### config.mk
export PLATFORM = sky130hd
export DESIGN_NAME = crash_monitor
export DESIGN_NICKNAME = d
export VERILOG_FILES = /design/src/rtl/crash_monitor.sv
export SDC_FILE = /design/constraint.sdc
export NUM_CORES = 1
export LEC_CHECK = 0
export CORE_MARGIN = 5
export CORE_UTILIZATION = 55
export CTS_BUF_LIST = sky130_fd_sc_hd__clkbuf_8
export DETAILED_ROUTE_END_ITERATION = 16
export GPL_TIMING_DRIVEN = 0
export HOLD_SLACK_MARGIN = 0.15
export PLACE_DENSITY = 0.84
export SETUP_SLACK_MARGIN = 0.3
export SLEW_MARGIN = 15
export SYNTH_ARGS = -nofsm -noshare
export SYNTH_HDL_FRONTEND = slang
export SYNTH_SLANG_ARGS = --single-unit
### constraint.sdc
create_clock -name Clk -period 7.08 [get_ports Clk]
set_clock_uncertainty 0.1 [all_clocks]
set_input_delay 1.416 -clock Clk [delete_from_list [all_inputs] [get_ports Clk]]
set_output_delay 1.416 -clock Clk [all_outputs]
set_load 0.01 [all_outputs]
### src/rtl/crash_monitor.sv
// crash_monitor: game-state stage behind the traffic renderer.
// Counts yellow-car / player-car pixel overlap per frame during scan-out,
// declares a crash at the frame boundary, and owns the game FSM, lives and score.
module crash_monitor #(
    parameter int unsigned HIT_THRESH   = 4,
    parameter int unsigned CRASH_FRAMES = 60,
    parameter int unsigned LIVES        = 3,
    parameter int unsigned SCORE_DIV    = 30,
    parameter logic [7:0]  START_KEY    = 8'h2C
) (
    input  logic        Clk,
    input  logic        Reset,
    input  logic        frame_clk,
    input  logic [9:0]  DrawX,
    input  logic [9:0]  DrawY,
    input  logic        is_car,
    input  logic        is_redcar,
    input  logic        is_bluecar,
    input  logic [7:0]  keycode,
    output logic [1:0]  game_state,
    output logic        crash_pulse,
    output logic        freeze,
    output logic [1:0]  lives,
    output logic [15:0] score
);

    localparam int unsigned CW = (CRASH_FRAMES > 1) ? $clog2(CRASH_FRAMES) : 1;
    localparam int unsigned DW = (SCORE_DIV > 1) ? $clog2(SCORE_DIV) : 1;
    localparam logic [CW-1:0] CRASH_LAST = CW'(CRASH_FRAMES - 1);
    localparam logic [DW-1:0] DIV_LAST   = DW'(SCORE_DIV - 1);
    localparam logic [7:0]    THRESH     = 8'(HIT_THRESH);
    localparam logic [1:0]    LIVES_INIT = 2'(LIVES);

    typedef enum logic [1:0] {
        S_IDLE  = 2'd0,
        S_PLAY  = 2'd1,
        S_CRASH = 2'd2,
        S_OVER  = 2'd3
    } state_t;

    state_t          state_q;
    logic            frame_clk_q;
    logic            key_q;
    logic            hit_q;
    logic [7:0]      hit_cnt_q;
    logic            crash_pulse_q;
    logic            freeze_q;
    logic [1:0]      lives_q;
    logic [15:0]     score_q;
    logic [DW-1:0]   div_ctr_q;
    logic [CW-1:0]   crash_ctr_q;

    logic            frame_tick;
    logic            key_match;
    logic            key_hit;
    logic            hit_d;
    logic            crash_cond;

    assign frame_tick = frame_clk & ~frame_clk_q;
    assign key_match  = (keycode == START_KEY);
    assign key_hit    = key_match & ~key_q;
    assign hit_d      = is_car & (is_redcar | is_bluecar) & (DrawX < 10'd640) & (DrawY < 10'd480);
    assign crash_cond = (hit_cnt_q >= THRESH);

    // Edge detectors for frame strobe and start key, plus the registered overlap pixel.
    always_ff @(posedge Clk) begin
        if (!Reset) begin
            frame_clk_q <= 1'b0;
            key_q       <= 1'b0;
            hit_q       <= 1'b0;
        end else begin
            frame_clk_q <= frame_clk;
            key_q       <= key_match;
            hit_q       <= hit_d;
        end
    end

    // Per-frame overlap accumulator; a hit landing on the frame_tick cycle is dropped.
    always_ff @(posedge Clk) begin
        if (!Reset || state_q != S_PLAY || frame_tick) begin
            hit_cnt_q <= '0;
        end else if (hit_q && hit_cnt_q != '1) begin
            hit_cnt_q <= hit_cnt_q + 8'd1;
        end
    end

    // Game FSM with registered freeze/crash_pulse, lives and score bookkeeping.
    always_ff @(posedge Clk) begin
        if (!Reset) begin
            state_q       <= S_IDLE;
            crash_pulse_q <= 1'b0;
            freeze_q      <= 1'b1;
            lives_q       <= LIVES_INIT;
            score_q       <= '0;
            div_ctr_q     <= '0;
            crash_ctr_q   <= '0;
        end else begin
            crash_pulse_q <= 1'b0;
            unique case (state_q)
                S_IDLE: begin
                    freeze_q    <= 1'b1;
                    lives_q     <= LIVES_INIT;
                    score_q     <= '0;
                    div_ctr_q   <= '0;
                    crash_ctr_q <= '0;
                    if (key_hit) begin
                        state_q  <= S_PLAY;
                        freeze_q <= 1'b0;
                    end
                end
                S_PLAY: begin
                    if (frame_tick) begin
                        if (crash_cond) begin
                            state_q       <= S_CRASH;
                            freeze_q      <= 1'b1;
                            crash_pulse_q <= 1'b1;
                            lives_q       <= lives_q - 2'd1;
                            crash_ctr_q   <= '0;
                        end else if (div_ctr_q == DIV_LAST) begin
                            div_ctr_q <= '0;
                            if (score_q != '1) begin
                                score_q <= score_q + 16'd1;
                            end
                        end else begin
                            div_ctr_q <= div_ctr_q + 1'b1;
                        end
                    end
                end
                S_CRASH: begin
                    if (frame_tick) begin
                        if (crash_ctr_q == CRASH_LAST) begin
                            crash_ctr_q <= '0;
                            if (lives_q == 2'd0) begin
                                state_q <= S_OVER;
                            end else begin
                                state_q  <= S_PLAY;
                                freeze_q <= 1'b0;
                            end
                        end else begin
                            crash_ctr_q <= crash_ctr_q + 1'b1;
                        end
                    end
                end
                S_OVER: begin
                    if (key_hit) begin
                        state_q <= S_IDLE;
                    end
                end
            endcase
        end
    end

    assign game_state  = state_q;
    assign crash_pulse = crash_pulse_q;
    assign freeze      = freeze_q;
    assign lives       = lives_q;
    assign score       = score_q;

endmodule
==> flow_metrics.env, run 1 <==
export IMPL_finalSetupTns_ps=0
export IMPL_clock_latency_ps=290
export IMPL_slew_viol_final=0
export IMPL_arrival_ps=3720
export IMPL_place_gp_congestion=0.8163
export IMPL_fill_cells=340
export IMPL_worstSetupStartpoint="frame_clk"
export IMPL_grt_pass1_vias=2063
export IMPL_antenna_cells=0
export IMPL_r2r_setup_slack_ps=4320
export IMPL_cts_sinks=44
export IMPL_pin_count=56
export IMPL_status="finished, final reports clean"
export IMPL_layout_drive_gt1_share_pct=7.927
export IMPL_synth_area_leaders="dfxtp_1 (38%), ha_1 (6.9%), nor2_1 (5.3%)"
export IMPL_routedWlPerCell_um=13.83
export IMPL_slew_headroom_pct=47.09
export IMPL_die_x_um=75.30
export IMPL_syn_nets=325
export IMPL_postCtsSetupRepairBufs=0
export IMPL_h_tree_depth=2
export IMPL_synth_ff_type="dfxtp_1"
export IMPL_fin_crit_ps=3583
export IMPL_dieHeight_um=75.30
export IMPL_seq_area_frac_synth_pct=37.57
export IMPL_layout_commonest_cell="dfxtp_1"
export IMPL_antenna_found_initial=0
export IMPL_layout_common_cells="dfxtp_1 (44), clkdlybuf4s50_1 (42), nor2_1 (33)"
export IMPL_cts_buffer_depth=2
export IMPL_setup_violations=0
export IMPL_track_usage_pct=19.70
export IMPL_hp_class="flip-flop to flip-flop"
export IMPL_post_dp_hpwl_um=3865
export IMPL_die_area_sq_um=5669
export IMPL_cts_resized_gates=0
export IMPL_cts_tree="yes"
export IMPL_rows=23
export IMPL_viasPerCell=5.839
export IMPL_worst_pin_slew_ps=786.4
export IMPL_end_kind="flip-flop"
export IMPL_cts_root_buf="clkbuf_8"
export IMPL_grt_overflow_total=0
export IMPL_drt_first_iter_violations=151
export IMPL_final_antenna_net_count=0
export IMPL_synth_largest_area_cell="dfxtp_1"
export IMPL_irDropWorstVdd_mv=0.1264
export IMPL_initial_utilization_pct=57.79
export IMPL_fin_crit_sh_pct=50.61
export IMPL_startpoint_type="primary input"
export IMPL_power_density_nw_per_um2=192.0
export IMPL_path_class="primary input to flip-flop"
export IMPL_rsz0062_at_grt="false"
export IMPL_fin_nets=374
export IMPL_postCtsHoldBufs=0
export IMPL_num_vias=2207
export IMPL_core_area_sq_um=4058
export IMPL_finalHoldViolations=0
export IMPL_synth_cell_type_count=54
export IMPL_hold_slack_ps=383.3
export IMPL_io_buffers=42
export IMPL_routed_wl_um=5228
export IMPL_synth_edff_count=0
export IMPL_ys_warnings_count=0
export IMPL_synth_area_sq_um=2345
export IMPL_reg2reg_from="game_state[1]"
export IMPL_grt_pass1_wl_um=8901
export IMPL_synthCells=278
export IMPL_required_ps=7210
export IMPL_critPathMaxFanout=9
export IMPL_hold_start="crash_ctr_q[1]"
export IMPL_syn_to_final_growth_pct=25.19
export IMPL_firstDrtPassIters=5
export IMPL_cap_violations=0
export IMPL_async_reset_ff_share_pct=0
export IMPL_p_leak_nw=1.024
export IMPL_fin_util_pct=72.34
export IMPL_drc_errors=0
export IMPL_synth_area_per_cell_sq_um=8.434
export IMPL_synth_top_area_share_pct=37.57
export IMPL_max_freq_mhz=279.1
export IMPL_clk_pin_slew_worst_paths_ps=90
export IMPL_grt_max_degree=14
export IMPL_numCtsBuffers=5
export IMPL_synth_seq_cells=44
[per-layer routing]
metal	GRT usage [%]	share of wire [%]	wire (um)	up-vias
met2	33.94	48	2500	68
met4	6.990	1.5	76	0
met3	3.826	6.8	353	9
met1	24.47	44	2297	1024
li1	-	-	-	1106
met5	0	0	0	-
[area by class of cell]
class	instances	area (sq um)	share of cell area, %
Tap cell	50	62.56	2.131
Sequential cell	44	880.8	30.01
Inverter	14	52.55	1.790
Timing Repair Buffer	42	420.4	14.32
Multi-Input combinational cell	214	1368	46.59
Clock inverter	3	38.79	1.321
Clock buffer	5	68.82	2.344
Buffer	6	43.79	1.492
[where the power goes]
group / total [mW] / switching [mW] / internal (mW)
logic: 0.118 / 0.0669 / 0.0510
clock network: 0.186 / 0.0831 / 0.103
registers: 0.259 / 0.00660 / 0.253
total: 0.564 / 0.157 / 0.407
[worst max-delay path: stages]
cell	delay (ps)
clkdlybuf4s50_1	540
nand3b_1	200
or4_4	520
buf_6	150
a21o_1	230
or4_1	510
a21oi_1	140
[synthesized netlist by cell type (all sizes together) (3+ instances only)]
cell type  instances
inv               14
o211ai             5
a21oi             11
nand2b             3
xnor2              9
o21ai              9
nand4              8
nor3              12
xor2               6
clkbuf             4
or3                5
ha                13
dfxtp             44
nor4               3
o31ai              6
and2               3
or4                4
nand3             20
nor2              33
nand2             24
a31o               4
[per-stage QoR]
stage | area, sq um | std cells | setup slack [ps] | power (mW)
finish | 2935 | 378 | 3497 | 0.5636
global route | 2935 | 378 | 3388 | 0.5924
CTS | 2935 | 378 | 3518 | 0.5698
detailed placement | 2828 | 370 | 3259 | 0.3806
global placement | 2828 | 370 | 3286 | 0.3782
floorplan | 2345 | 278 | 3908 | 0.3428
[flip-flops by register name, indices dropped and copies added (netlist names)]
| name | cells |
|---|---|
| crash_ctr_q | 6 |
| game_state | 2 |
| crash_pulse | 1 |
| score | 16 |
| lives | 2 |
| div_ctr_q | 5 |
| freeze | 1 |
| key_q | 1 |
| frame_clk_q | 1 |
| hit_q | 1 |
| hit_cnt_q | 8 |
[cells by family after synthesis]
kind of cell,after synthesis,synth area share (%)
buf+inv,20,4.109
mux,2,0.8538
xor+xnor,15,5.603
flops,44,37.57
fa+ha+maj,13,6.937
compound gates,56,17.02
simple gates,128,27.91
[worst paths after layout]
| kind | to | depth (start not counted) |
|---|---|---|
| setup / recovery | score[10] | 7 |
| hold / removal | crash_ctr_q[1] | 2 |
| setup reg to reg | score[10] | 8 |
| hold reg to reg | crash_ctr_q[1] | 2 |
Note: power is estimated with default switching activity, not from simulation.
==> inputs of run 2 (changes only) <==
- CORE_UTILIZATION: 55 -> 51
- PLACE_DENSITY: 0.84 -> 0.79
- clock period: 7.08 -> 3.5 ns (I/O delays scaled with it)
==> run 2 against run 1 <==
Worst hold slack gained 3.7 ps. Clock-buffer cell count did not move. Largest power group unchanged. Register-to-register slack got worse by 3600 ps. Critical path type unchanged. Critical path depth stayed put. Final area decreased by 0.94%. Sequential power up 100%. First-iteration DRC count shrank 15%. Wire length down 3.2%.
==> flow_metrics.env, run 2 (synthesis results as in run 1) <==
export IMPL_status="finished, final reports clean"
export IMPL_track_usage_pct=16.72
export IMPL_firstDrtPassIters=4
export IMPL_p_leak_nw=1.010
export IMPL_critPathMaxFanout=9
export IMPL_h_tree_depth=2
export IMPL_arrival_ps=2920
export IMPL_die_x_um=77.81
export IMPL_postCtsHoldBufs=0
export IMPL_numCtsBuffers=5
export IMPL_num_vias=2187
export IMPL_hold_slack_ps=387.0
export IMPL_path_class="primary input to flip-flop"
export IMPL_slew_headroom_pct=45.47
export IMPL_slew_viol_final=0
export IMPL_grt_pass1_wl_um=8521
export IMPL_startpoint_type="primary input"
export IMPL_largest_reg_flops=16
export IMPL_clock_latency_ps=290
export IMPL_ff2ff_path_depth=8
export IMPL_fin_crit_ps=2791
export IMPL_layout_commonest_cell="dfxtp_1"
export IMPL_setup_violations=0
export IMPL_hp_class="flip-flop to flip-flop"
export IMPL_cts_root_buf="clkbuf_8"
export IMPL_required_ps=3630
export IMPL_cap_violations=0
export IMPL_drt_first_iter_violations=128
export IMPL_layout_drive_gt1_share_pct=7.645
export IMPL_irDropWorstVdd_mv=0.2169
export IMPL_core_area_sq_um=4414
export IMPL_syn_to_final_growth_pct=24.01
export IMPL_grt_max_degree=13
export IMPL_io_buffers=42
export IMPL_pin_count=56
export IMPL_fin_nets=374
export IMPL_rows=24
export IMPL_finalSetupTns_ps=0
export IMPL_hold_start="crash_ctr_q[1]"
export IMPL_fill_cells=376
export IMPL_antenna_found_initial=0
export IMPL_grt_overflow_total=0
export IMPL_crit_slowest_cell="or4_4"
export IMPL_r2r_end="score[10]"
export IMPL_placed_area_sq_um=2830
export IMPL_path_cells="clkdlybuf4s50_1 -> nand3b_1 -> or4_4 -> buf_6 -> a21o_1 -> or4_1 -> a21oi_1"
export IMPL_antenna_cells=0
export IMPL_fin_crit_sh_pct=79.74
export IMPL_place_ws_ps=411.5
export IMPL_routed_wl_um=5060
export IMPL_postCtsSetupRepairBufs=0
export IMPL_routedWlPerCell_um=13.35
export IMPL_initial_utilization_pct=53.12
export IMPL_post_dp_hpwl_um=3823
export IMPL_register_area_sq_um=880.8
export IMPL_clk_pin_slew_worst_paths_ps=80
export IMPL_end_kind="flip-flop"
export IMPL_cts_buffer_depth=2
export IMPL_cts_resized_gates=0
export IMPL_max_freq_mhz=358.3
export IMPL_multi_input_area_sq_um=1368
export IMPL_worst_pin_slew_ps=810.5
export IMPL_die_area_sq_um=6054
export IMPL_drc_errors=0
export IMPL_finalHoldViolations=0
export IMPL_grt_pass1_vias=1915
export IMPL_layout_common_cells="dfxtp_1 (44), clkdlybuf4s50_1 (42), nor2_1 (33)"
export IMPL_reg2reg_from="game_state[1]"
export IMPL_cts_sinks=44
export IMPL_dieHeight_um=77.81
export IMPL_power_density_nw_per_um2=361.6
export IMPL_viasPerCell=5.770
export IMPL_design_area_sq_um=2908
export IMPL_cpPeakStageDelay_ps=520
export IMPL_p_total_mw=1.051
export IMPL_holdPathEnd="crash_ctr_q[1]"
export IMPL_holdPathStages=2
export IMPL_final_antenna_net_count=0
export IMPL_rsz0062_at_grt="false"
export IMPL_r2r_setup_slack_ps=760
export IMPL_fin_ws_ps=709.1
export IMPL_cts_tree="yes"
export IMPL_place_gp_congestion=0.9167
run 2: cell types whose count changed in the layout (fill, tap and decap cells not counted):
cell | before | now
bufinv_16 | 1 | 0
run 2: where the power goes:
group | switching (mW) | internal, mW
logic | 0.130 | 0.103
clock network | 0.161 | 0.133
registers | 0.0137 | 0.511
total | 0.304 | 0.747
run 2: stage by stage:
step | instances | util, %
global route | 379 | 65.87
CTS | 379 | 65.87
finish | 379 | 65.87
detailed placement | 372 | 64.12
global placement | 372 | 64.12
floorplan | 278 | -
run 2: routing by layer:
layer | track usage (%) | up-vias | routed length (um)
li1 | - | 1110 | -
met1 | 21.35 | 1010 | 2280
met2 | 27.38 | 61 | 2363
met3 | 4.630 | 6 | 361
met4 | 4.983 | 0 | 56
met5 | 0 | - | 0
run 2: worst max path at each step:
stage,startpoint,end,slack (ps),depth (start not counted)
2_1_floorplan,game_state[0],score[10],980,7
3_3_place_gp,frame_clk,score[10],430,7
3_5_place_dp,frame_clk,score[10],410,7
4_1_cts,frame_clk,score[10],710,7
5_1_grt,frame_clk,score[13],680,7
6_report,frame_clk,score[10],710,7
run 2: worst max-delay path: cells and delay by family:
| family | cells | cell delay [ps] |
|---|---|---|
| AOI/OAI and AO/OA | 2 | 360 |
| buffers and inverters | 2 | 660 |
| and+or+nand+nor | 3 | 1200 |
run 2: area by class of cell:
type | instances | share of cell area (%)
flip-flops and latches | 44 | 30.29
plain buffers | 6 | 1.506
clock buffers | 5 | 2.367
repair buffers | 42 | 14.46
well taps | 52 | 2.238
multi-input cells | 214 | 47.03
inverters | 14 | 1.807
clock inverters | 2 | 0.3012
